==> config.mk <==
export PLATFORM = sky130hd
export DESIGN_NAME = parking_lot_ctrl
export DESIGN_NICKNAME = d
export VERILOG_FILES = /design/src/rtl/parking_lot_ctrl.sv
export SDC_FILE = /design/constraint.sdc
export NUM_CORES = 1
export LEC_CHECK = 0
export ABC_AREA = 1
export BUFFER_PORTS_ARGS = -buffer_cell sky130_fd_sc_hd__buf_2
export CAP_MARGIN = 30
export CORE_AREA = 2 2 76 96
export DETAILED_ROUTE_END_ITERATION = 8
export DIE_AREA = 0 0 78 98
export PLACE_DENSITY = 0.66
export SETUP_SLACK_MARGIN = 0.05
export SYNTH_ARGS = -nofsm -noshare
export SYNTH_HDL_FRONTEND = slang
export SYNTH_SLANG_ARGS = --single-unit
==> constraint.sdc <==
create_clock -name clk_2 -period 3.5 [get_ports clk_2]
set_input_delay 0.7 -clock clk_2 [delete_from_list [all_inputs] [get_ports clk_2]]
set_output_delay 0.7 -clock clk_2 [all_outputs]
set_load 0.02 [all_outputs]
==> src/rtl/parking_lot_ctrl.sv <==
// Multi-gate car-park occupancy controller: per-gate entry/exit barrier FSMs,
// slot reservation so concurrent gates cannot over-fill the lot, and per-barrier open-timeout alarms.
module parking_lot_ctrl #(
   parameter int CAPACITY = 10,
   parameter int NGATES   = 2,
   parameter int TIMEOUT  = 8,
   parameter int CW       = $clog2(CAPACITY + 1)
) (
   input  logic              clk_2,
   input  logic              reset,
   input  logic [NGATES-1:0] entry_sensor,
   input  logic [NGATES-1:0] exit_sensor,
   output logic [NGATES-1:0] entry_open,
   output logic [NGATES-1:0] exit_open,
   output logic [NGATES-1:0] entry_alarm,
   output logic [NGATES-1:0] exit_alarm,
   output logic [CW-1:0]     occupied,
   output logic [CW-1:0]     free_slots,
   output logic              full,
   output logic              empty
);

   localparam int CW1 = CW + 1;
   localparam int TW  = $clog2(TIMEOUT + 1);

   typedef enum logic [1:0] {E_IDLE, E_OPEN, E_PASS} e_state_t;
   typedef enum logic [1:0] {X_IDLE, X_OPEN, X_PASS} x_state_t;

   e_state_t      e_state [NGATES];
   x_state_t      x_state [NGATES];
   logic [TW-1:0] e_cnt   [NGATES];
   logic [TW-1:0] x_cnt   [NGATES];

   logic [CW-1:0] occ_q;
   logic [CW-1:0] res_in_q;
   logic [CW-1:0] res_out_q;

   logic [NGATES-1:0] e_grant;
   logic [NGATES-1:0] x_grant;
   logic              e_found;
   logic              x_found;
   logic              e_room;
   logic              x_avail;
   logic [CW1-1:0]    committed;
   logic [CW-1:0]     occ_nx;
   logic [CW-1:0]     res_in_nx;
   logic [CW-1:0]     res_out_nx;

   // Grant arbitration and the net counter change for this cycle, from registered state only.
   always_comb begin
      e_grant    = '0;
      x_grant    = '0;
      e_found    = 1'b0;
      x_found    = 1'b0;
      committed  = {1'b0, occ_q} + {1'b0, res_in_q};
      e_room     = committed < CW1'(CAPACITY);
      x_avail    = occ_q > res_out_q;
      for (int g = 0; g < NGATES; g++) begin
         if (!e_found && e_room && (e_state[g] == E_IDLE) && entry_sensor[g]) begin
            e_grant[g] = 1'b1;
            e_found    = 1'b1;
         end
         if (!x_found && x_avail && (x_state[g] == X_IDLE) && exit_sensor[g]) begin
            x_grant[g] = 1'b1;
            x_found    = 1'b1;
         end
      end

      // Add the new reservations first so intermediate values never underflow.
      occ_nx     = occ_q;
      res_in_nx  = res_in_q + CW'(e_found);
      res_out_nx = res_out_q + CW'(x_found);
      for (int g = 0; g < NGATES; g++) begin
         if (e_state[g] == E_PASS) begin
            occ_nx    = occ_nx + CW'(1);
            res_in_nx = res_in_nx - CW'(1);
         end
         if (x_state[g] == X_PASS) begin
            occ_nx     = occ_nx - CW'(1);
            res_out_nx = res_out_nx - CW'(1);
         end
      end
   end

   always_ff @(posedge clk_2) begin
      if (reset) begin
         occ_q      <= '0;
         res_in_q   <= '0;
         res_out_q  <= '0;
         entry_open <= '0;
         exit_open  <= '0;
         for (int g = 0; g < NGATES; g++) begin
            e_state[g] <= E_IDLE;
            x_state[g] <= X_IDLE;
            e_cnt[g]   <= '0;
            x_cnt[g]   <= '0;
         end
      end else begin
         occ_q     <= occ_nx;
         res_in_q  <= res_in_nx;
         res_out_q <= res_out_nx;
         for (int g = 0; g < NGATES; g++) begin
            // Open counter starts at 1 so the alarm lands on the TIMEOUT-th open cycle.
            case (e_state[g])
               E_IDLE: begin
                  if (e_grant[g]) begin
                     e_state[g]    <= E_OPEN;
                     e_cnt[g]      <= TW'(1);
                     entry_open[g] <= 1'b1;
                  end
               end
               E_OPEN: begin
                  if (!entry_sensor[g]) begin
                     e_state[g]    <= E_PASS;
                     e_cnt[g]      <= '0;
                     entry_open[g] <= 1'b0;
                  end else if (e_cnt[g] != TW'(TIMEOUT)) begin
                     e_cnt[g] <= e_cnt[g] + TW'(1);
                  end
               end
               E_PASS: begin
                  e_state[g] <= E_IDLE;
               end
               default: begin
                  e_state[g]    <= E_IDLE;
                  e_cnt[g]      <= '0;
                  entry_open[g] <= 1'b0;
               end
            endcase

            case (x_state[g])
               X_IDLE: begin
                  if (x_grant[g]) begin
                     x_state[g]   <= X_OPEN;
                     x_cnt[g]     <= TW'(1);
                     exit_open[g] <= 1'b1;
                  end
               end
               X_OPEN: begin
                  if (!exit_sensor[g]) begin
                     x_state[g]   <= X_PASS;
                     x_cnt[g]     <= '0;
                     exit_open[g] <= 1'b0;
                  end else if (x_cnt[g] != TW'(TIMEOUT)) begin
                     x_cnt[g] <= x_cnt[g] + TW'(1);
                  end
               end
               X_PASS: begin
                  x_state[g] <= X_IDLE;
               end
               default: begin
                  x_state[g]   <= X_IDLE;
                  x_cnt[g]     <= '0;
                  exit_open[g] <= 1'b0;
               end
            endcase
         end
      end
   end

   always_comb begin
      entry_alarm = '0;
      exit_alarm  = '0;
      for (int g = 0; g < NGATES; g++) begin
         entry_alarm[g] = (e_cnt[g] == TW'(TIMEOUT));
         exit_alarm[g]  = (x_cnt[g] == TW'(TIMEOUT));
      end
   end

   assign occupied   = occ_q;
   assign free_slots = CW'(CAPACITY) - occ_q - res_in_q;
   assign full       = (free_slots == '0);
   assign empty      = (occ_q == '0);

endmodule

After elaboration in Yosys (flattened, before gate mapping)
Memories as Yosys holds them, arrays and structs flattened.
Cells that the tools add are included.

word-level totals
  memories = 4
  RAM bits = 24
  register bits = 16
  output and inout bits = 18

memory list
  memory   depth  bits a word  read ports  clocked after memory_dff  write ports  RTL line  source
  e_cnt    2      4            2           0                         2            31        logic [TW-1:0] e_cnt [NGATES];
  x_cnt    2      4            2           0                         2            32        logic [TW-1:0] x_cnt [NGATES];
  e_state  2      2            2           0                         2            29        e_state_t e_state [NGATES];
  x_state  2      2            2           0                         2            30        x_state_t x_state [NGATES];

operators by class
  $add $sub $neg = 17
  bitwise operators = 36
  muxes and demuxes = 136
  magnitude comparators = 2
  reductions and logical operators = 26
  eq/ne operators = 24

operators by type and width
  kind                                                  number
  2-to-1 mux 4 bit                                      24
  2-to-1 mux 1 bit                                      92
  2-to-1 mux 2 bit                                      16
  OR 1 bit                                              32
  adder 4 x 1 -> 4 bit (second input constant)          6
  subtractor 4 x 1 -> 4 bit (second input constant)     6
  equality test 4 bit (second input constant)           4
  != test 2 bit (second input constant)                 8
  != test 4 bit (second input constant)                 4
  case mux 1 bit (3 select lines)                       4
  AND reduction 3 bit                                   4
  OR reduction 3 bit                                    4
  logical AND 1 bit                                     10
  adder 4 x 1 -> 4 bit                                  2
  equality test 2 x 1 -> 1 bit (second input constant)  4
  equality test 2 bit (second input constant)           4
  logical NOT 2 bit                                     4
  logical NOT 4 bit                                     2
  adder 4 x 4 -> 5 bit                                  1
  < comparator 5 x 4 -> 1 bit (second input constant)   1
  greater-than comparator 4 bit                         1
  NOT 1 bit                                             4
  subtractor 4 bit                                      1
  subtractor 4 bit (first input constant)               1
  logical NOT 1 bit                                     2

Logic depth before layout (Yosys ltp)
Gate-level depths: netlist of run 1.

  depth in word-level cells = 18
  mapped depth = 21
  depth with buffers taken out = 21

Least setup slack after synthesis of run 1
Ideal clock, no wire load.

  path kind = reg-to-reg
  start point = reg occ_q[0], in the netlist occupied[0]
  end point = reg res_in_q[2]
  cell stages (with the launch flop) = 22
  arrival time = 3.181 ns
  library setup time = 0.078 ns
  required time = 3.422 ns
  slack = 0.241 ns
  buffers on the path = 0
  path through = dfxtp_1 > ha_1 > inv_1 > fa_1 > inv_1 > nor2_1 > o21ai_0 > nand3_1 > nand2_1 > inv_1 > nand2_1 > nand2_1 > ha_1 > ha_1 > inv_1 > ha_1 > nand2_1 > o21ai_0 > ha_1 > inv_1 > o21a_1 > nor3_1

between the ends
  word-level cells in the longest chain between the ends = 15

ends and longest elaborated chain
  what                             RTL line  source
  start: declaration               34        logic [CW-1:0] occ_q;
  start signal: assignment         99        occ_q <= occ_nx;
  adder 4 x 4 -> 5 bit *           55        committed = {1'b0, occ_q} + {1'b0, res_in_q};
  < comparator 5 x 4 -> 1 bit *    56        e_room = committed < CW1'(CAPACITY);
  logical AND 1 bit (2 in series)  59        if (!e_found && e_room && (e_state[g] == E_IDLE) && entry_sensor[g]) begin
  2-to-1 mux 1 bit                 59
  logical NOT 1 bit                59
  logical AND 1 bit (3 in series)  59
  2-to-1 mux 1 bit *               59
  adder 4 x 1 -> 4 bit *           71        res_in_nx = res_in_q + CW'(e_found);
  subtractor 4 x 1 -> 4 bit        76        res_in_nx = res_in_nx - CW'(1);
  2-to-1 mux 4 bit *               74        if (e_state[g] == E_PASS) begin
  subtractor 4 x 1 -> 4 bit        76
  2-to-1 mux 4 bit *               74
  end signal: assignment           100       res_in_q <= res_in_nx;
  end: declaration                 35        logic [CW-1:0] res_in_q;

Every way passes the cells marked *; elsewhere a longest branch is shown, timed or not.
A chain may end at the register's enable or synchronous reset.

Worst setup path in the final report of run 1
  start point = reg res_in_q[0]
  end point = reg res_in_q[1]

between the ends
  word-level cells in the longest chain between the ends = 15

ends and longest elaborated chain
  what                             RTL line
  adder 4 x 4 -> 5 bit             55
  < comparator 5 x 4 -> 1 bit      56
  logical AND 1 bit (2 in series)  59
  2-to-1 mux 1 bit                 59
  logical NOT 1 bit                59
  logical AND 1 bit (3 in series)  59
  2-to-1 mux 1 bit                 59
  adder 4 x 1 -> 4 bit *           71
  subtractor 4 x 1 -> 4 bit        76
  2-to-1 mux 4 bit *               74
  subtractor 4 x 1 -> 4 bit        76
  2-to-1 mux 4 bit *               74

Marked as above.

==> flow_summary.json, run 1 <==
{
  "status": "completed",
  "combPwrFrac_pct": 63.6,
  "finalClockSkew_ps": 8.472,
  "grt_util_met1_pct": 22.03,
  "nets": 493,
  "drtPass1Iterations": 4,
  "overflow": 0,
  "yosys-top-cells-area": "edfxtp_1 (20%), ha_1 (13%), dfxtp_1 (11%)",
  "clockPowerShare_pct": 11.2,
  "cts_buffers": 5,
  "rr_worst_depth": 21,
  "root_buffer": "clkbuf_8",
  "drive_gt1_share_pct": 18.54,
  "cts_tree": "done",
  "ys.warnings.count": 0,
  "yosys.cell_types.count": 42,
  "fp.dieH_um": 98,
  "tns_ps": 0,
  "drc": 0,
  "clk_path_buf_depth": 2,
  "cpMaxStageDelayCell": "fa_1",
  "rows": 34,
  "cts-hold-fix-buffers": 0,
  "crit_path_start_kind": "flop",
  "vias": 2664,
  "clk_pin_slew_ps": 90,
  "setup-violations-final": 0,
  "routed_wl_um": 6285,
  "synth_seq_cells": 40,
  "io_pins": 24,
  "crit_path_max_fanout": 4,
  "p_int_uw": 1731,
  "irDropWorstVdd_v": 0.0007936,
  "insertion_delay_ps": 300,
  "drt_iter0_markers": 95,
  "fin_crit_ps": 3277,
  "die_x_um": 78,
  "synth.cell_area_mm2": 0.003268,
  "antenna_found_initial": 0,
  "start_util_pct": 48.01,
  "worstSetupEndpointType": "flop",
  "place_hpwl_um": 5016,
  "use_met3_pct": 2.403,
  "worstSetupEndpoint": "res_in_q[1]",
  "post_dp_cell_area_mm2": 0.003478,
  "startpoint": "res_in_q[0]",
  "swShare_pct": 49.45,
  "hp-class": "reg2reg",
  "ys_seq_area_share_pct": 31.24,
  "cellLeakagePower_uw": 0.001748,
  "postSynthAreaPerCell_um2": 7.726,
  "path_buf_inv": 4,
  "cpPeakStageDelay_ps": 390,
  "worstReg2RegEnd": "res_in_q[1]",
  "rsz0062_at_grt": "false",
  "worstSetupPathDepth": 21,
  "grt_pass1_wl_um": 11240,
  "required_ps": 3740,
  "slew_violations": 0,
  "placeableCoreArea_mm2": 0.006807,
  "path_class": "reg2reg",
  "crit_arrival_ps": 3510,
  "antennaDiodeCount": 0,
  "wire_per_inst_um": 11.57,
  "netlist_instances": 423,
  "final_area_mm2": 0.003615,
  "critical_path.top_delay_family": "adder cells",
  "yosys.area.top_type_share_pct": 20.21,
  "port_buffers": 23,
  "cts_sinks": 40,
  "power_switching_uw": 1694,
  "fin_cells": 543,
  "grt_pass1_vias": 2630,
  "viasPerCell": 4.906,
  "dp_slack_ps": 247.4,
  "gp_congestion": 0.8639,
  "drv_cap": 0,
  "fin_ws_ps": 223.2,
  "busiest_layer": "met2",
  "path_common_cell": "nand2_1",
  "total_power_uw": 3425,
  "pwr-share-seq_pct": 25.1,
  "worstPathCellList": "ha_1 -> inv_1 -> fa_1 -> inv_1 -> nor2_1 -> o21ai_0 -> nand3_1 -> nand2_1 -> inv_1 -> nand2_1 -> nand2_1 -> ha_1 -> ha_4 -> inv_1 -> ha_1 -> nand2_1 -> o21ai_2 -> ha_1 -> nand2_1 -> nand2_1 -> a21oi_2",
  "hold_viol_final": 0,
  "htreeDepth": 2,
  "post-place-cells": 535,
  "dieArea_mm2": 0.007644,
  "rrSetupSlack_ps": 220,
  "ant_nets": 0,
  "p_per_area_mw_per_mm2": 947.4,
  "fmax_mhz": 305.2,
  "synth_top_area_cell": "edfxtp_1",
  "r2r_start": "res_in_q[0]",
  "syn2layout_area_growth_pct": 10.61,
  "tightest_slew_ps": 699.8,
  "grt_usage_pct": 17.98,
  "syn-num-nets": 464,
  "grtUsageMet2_pct": 32.16,
  "relSlewSlack_pct": 53.29,
  "grt_start_max_net_pins": 23,
  "fin_crit_sh_pct": 93.62
}
-- layout by cell type (no fill, tap or decap), types with 4 or more instances in the layout --
master,netlist,layout
xor2_1,7,7
nor2_1,46,46
xnor2_1,11,11
dfxtp_1,18,16
clkbuf_8,2,5
nand2_2,6,7
o21ai_0,13,12
edfxtp_1,22,22
inv_2,4,4
a21oi_1,15,14
nand2_4,5,5
nand3_2,10,10
nand3_1,33,33
o21a_1,4,4
buf_4,1,5
buf_2,1,23
inv_1,67,67
ha_1,33,32
nand2_1,84,83
nor2_2,6,6
nor3_1,9,9
-- metrics by stage --
step	hold WS [ps]	util, %
4_1_cts	482.4	52.74
6_report	478.8	53.11
3_3_place_gp	455.3	51.10
3_5_place_dp	459.6	51.10
5_1_grt	526.9	53.11
2_1_floorplan	507.7	-
-- routing by layer --
metal	wire, µm	part of all wire (%)
met1	2791	44
met3	188	3.0
met5	0	0
met4	69	1.1
met2	3236	51
-- worst min path at each step --
stage                               end  slack (ps)           from  cells past startpoint
final                     entry_open[1]         480  entry_open[1]                      2
after global routing      entry_open[1]         530  entry_open[1]                      2
after CTS                  exit_open[1]         480   exit_open[1]                      2
after detailed placement   exit_open[1]         460   exit_open[1]                      2
after global placement    entry_open[0]         460  entry_open[0]                      2
after floorplan           e_state[1][0]         510  e_state[1][0]                      2
-- state kept, by name (all words and copies together) (netlist names) --
| name | cells |
|---|---|
| res_in_q | 4 |
| e_cnt | 8 |
| exit_open | 2 |
| occupied | 4 |
| x_cnt | 8 |
| x_state | 4 |
| res_out_q | 4 |
| entry_open | 2 |
| e_state | 4 |
-- power by group through the flow --
| stage | Sequential, µW | Combinational [µW] | Clock (µW) |
|---|---|---|---|
| final | 861 | 2180 | 385 |
| after global routing | 889 | 2510 | 410 |
| after CTS | 858 | 2170 | 392 |
| after detailed placement | 869 | 2150 | 0 |
| after global placement | 861 | 2110 | 0 |
| after floorplan | 892 | 1670 | 0 |
-- worst min-delay path: cells and delay by family, from the launching register on --
kind,cells,cell delay (ps)
and+or+nand+nor,1,60
DFF,1,320
AOI/OAI and AO/OA,1,60
-- cell families (layout without fill, tap and decap cells) --
| logic type | after synthesis | count (layout) | share of synthesized area, % |
|---|---|---|---|
| XOR/XNOR | 19 | 19 | 5.322 |
| flip-flops | 40 | 40 | 31.24 |
| adder cells (fa/ha/maj) | 35 | 35 | 13.86 |
| AO/OA/AOI/OAI | 41 | 41 | 7.542 |
| AND/OR/NAND/NOR | 209 | 209 | 31.82 |
| buffers and inverters | 79 | 109 | 10.22 |
-- cell usage after synthesis --
master    count
a21boi_0      2
a31oi_1       1
xor2_1        7
edfxtp_1     22
nor3_1        9
inv_1        67
o21ai_0      13
dfxtp_1      18
nand4_1       1
buf_6         1
a311oi_1      1
nand2_1      84
xnor2_1      11
nand3b_1      1
clkbuf_8      2
ha_1         33
nand3_4       1
nand2_2       6
o21ai_2       1
nand2_8       2
nor4_1        2
inv_2         4
a21oi_4       1
a21oi_1      15
o21a_1        4
nand2_4       5
buf_4         1
nor2_4        1
fa_1          2
nand3_2      10
a21oi_2       1
xnor2_2       1
nor2_2        6
buf_2         1
o21ai_1       1
or2_2         1
nand3_1      33
or2_4         1
o211ai_1      1
clkbuf_1      1
inv_4         2
nor2_1       46
-- area by class of cell --
| class | count | area (µm²) |
|---|---|---|
| Clock buffer | 5 | 68.82 |
| Clock inverter | 3 | 42.54 |
| Timing Repair Buffer | 28 | 152.6 |
| Tap cell | 90 | 112.6 |
| Inverter | 73 | 279.0 |
| Fill cell | 655 | 3192 |
| Multi-Input combinational cell | 304 | 1936 |
| Sequential cell | 40 | 1023 |
-- what timing repair did --
item                       4_1_cts  5_1_grt
setup endpoints to repair        0        3
gates resized for setup          0        7
setup buffers                    0        0
No activity file was read; power rests on OpenSTA's default activity.
==> run 2, diff against run 1 <==
--- a/config.mk
+++ b/config.mk
@@ -12,6 +12,7 @@
 export DETAILED_ROUTE_END_ITERATION = 8
 export DIE_AREA = 0 0 78 98
 export PLACE_DENSITY = 0.66
+export RECOVER_POWER = 50
 export SETUP_SLACK_MARGIN = 0.05
 export SYNTH_ARGS = -nofsm -noshare
 export SYNTH_HDL_FRONTEND = slang
==> constraint.sdc (replaced) <==
create_clock -name clk_2 -period 3.5 [get_ports clk_2]
set_input_delay 0.35 -clock clk_2 [delete_from_list [all_inputs] [get_ports clk_2]]
set_output_delay 0.35 -clock clk_2 [all_outputs]
set_load 0.02 [all_outputs]
==> run 2 against run 1 <==
  * Sequential cell count is the same
  * Total power down 3.0%
  * First-iteration DRC count increased by 33%
  * Non-clock buffer count did not move
  * Count of clock-buffer cells in the layout is 2 higher
  * Fmax up 1.8%
  * Utilization fell by 0.77 points
  * Hold slack lost 130 ps
  * Global-route usage down 0.50 points
  * Cell area decreased by 1.5%
  * Cell count stayed put
==> flow_summary.json, run 2 (synthesis gave the netlist of run 1 again) <==
{
  "status": "completed",
  "setup-violations-final": 0,
  "crit_path_max_fanout": 4,
  "cpMaxStageDelayCell": "fa_1",
  "hold_ws_ps": 346.3,
  "critical_path.top_delay_family": "adder cells",
  "tns_ps": 0,
  "fin_crit_ps": 3218,
  "drc": 0,
  "tightest_slew_ps": 647.6,
  "fin_crit_sh_pct": 91.95,
  "worstSetupEndpointType": "flop",
  "irDropWorstVdd_v": 0.0007516,
  "cts_sinks": 40,
  "drv_cap": 0,
  "hp-class": "in2reg",
  "place_hpwl_um": 5049,
  "start_util_pct": 48.01,
  "reg_top3": "e_cnt: 8 flops, x_cnt: 8 flops",
  "rr_worst_depth": 21,
  "slew_violations": 0,
  "final_common_cell": "nand2_1",
  "rsz0062_at_grt": "false",
  "rrSetupSlack_ps": 280,
  "nets": 493,
  "cellLeakagePower_uw": 0.001673,
  "vias": 2679,
  "cts-hold-fix-buffers": 0,
  "port_buffers": 23,
  "cpPeakStageDelay_ps": 380,
  "ant_nets": 0,
  "placeableCoreArea_mm2": 0.006807,
  "hold_viol_final": 0,
  "antenna_found_initial": 0,
  "multi_input_area_mm2": 0.001936,
  "grt_start_max_net_pins": 17,
  "startpoint": "occupied[0]",
  "required_ps": 3720,
  "grt_pass1_wl_um": 10980,
  "drtPass1Iterations": 4,
  "crit_arrival_ps": 3440,
  "path_class": "reg2reg",
  "io_pins": 24,
  "wire_per_inst_um": 11.59,
  "drive_gt1_share_pct": 14.79,
  "crit_path_start_kind": "flop",
  "die_x_um": 78,
  "fillers": 681,
  "antennaDiodeCount": 0,
  "clk_pin_slew_ps": 80,
  "path_common_cell": "nand2_1",
  "fmax_mhz": 310.7,
  "syn2layout_area_growth_pct": 8.997,
  "insertion_delay_ps": 290,
  "clk_path_buf_depth": 2,
  "cts_tree": "done",
  "drt_iter0_markers": 126,
  "viasPerCell": 4.934,
  "rows": 34,
  "seq_area_mm2": 0.001023,
  "dieArea_mm2": 0.007644,
  "grt_usage_pct": 17.48,
  "r2r_start": "occupied[0]",
  "root_buffer": "clkbuf_8",
  "finalClockSkew_ps": 2.979,
  "gp_congestion": 0.8590,
  "worstSetupEndpoint": "res_in_q[1]",
  "worstSetupPathDepth": 21,
  "overflow": 0,
  "htreeDepth": 2,
  "routed_wl_um": 6293,
  "fp.dieH_um": 98,
  "worstReg2RegEnd": "res_in_q[1]",
  "p_per_area_mw_per_mm2": 932.5,
  "relSlewSlack_pct": 56.67,
  "layout_common_cells": "nand2_1 (83), inv_1 (67), nor2_1 (47), nand3_1 (33), ha_1 (31)",
  "cts_buffers": 5,
  "worstPathCellList": "ha_1 -> inv_1 -> fa_1 -> nor2_1 -> nor2_1 -> nor2_1 -> nor2_1 -> nand2_1 -> inv_1 -> nand2_1 -> nand2_1 -> ha_2 -> ha_4 -> inv_1 -> ha_1 -> nand2_1 -> o21ai_2 -> ha_1 -> nand2_1 -> nand2_1 -> a21oi_2",
  "grt_pass1_vias": 2574,
  "path_buf_inv": 3
}
run 2: how the worst min path moves through the flow:
stage	startpoint	to	slack (ps)	cells after the start
floorplan	e_state[1][0]	e_state[1][0]	510	2
CTS	exit_sensor[1]	x_state[1][1]	340	2
detailed placement	exit_open[0]	exit_open[0]	460	2
global route	exit_sensor[1]	x_state[1][1]	360	2
global placement	entry_open[0]	entry_open[0]	450	2
finish	exit_sensor[1]	x_state[1][1]	350	2
run 2: cell type report:
cell class	count	area share [%]
clock buffer	7	2.143
clock inverter	1	0.1405
timing repair buffer	28	3.653
multi-input combinational	304	54.34
tap	90	3.161
sequential	40	28.73
inverter	73	7.833
run 2: routing by layer:
layer | vias to the layer above | routed length (µm) | GRT usage (%)
met2 | 39 | 3175 | 31.30
met1 | 1211 | 2839 | 21.55
met3 | 8 | 189 | 2.773
met5 | - | 0 | 0
met4 | 0 | 89 | 4.993
li1 | 1421 | - | -
run 2: metrics by stage:
step	cell area, µm²	cells	setup WS [ps]	utilization, %	total power [µW]
2_1_floorplan	3268	423	241.4	-	2563
3_3_place_gp	3478	535	354.1	51.10	2960
3_5_place_dp	3478	535	219.8	51.10	3020
4_1_cts	3560	543	193.0	52.30	3337
5_1_grt	3562	543	63.28	52.33	3693
6_report	3562	543	281.6	52.33	3322
run 2: repair_timing:
action / CTS / global route
endpoints found under the hold margin: 0 / 0
setup buffers: 0 / 0
resized for setup: 0 / 10
endpoints found under the setup margin: 0 / 3
run 2: where the power goes:
part	leakage (µW)	total, µW	internal (µW)	switching [µW]
Combinational	0.00125	2160	791	1370
Sequential	0.000383	863	709	153
Clock	0.0000422	298	140	158
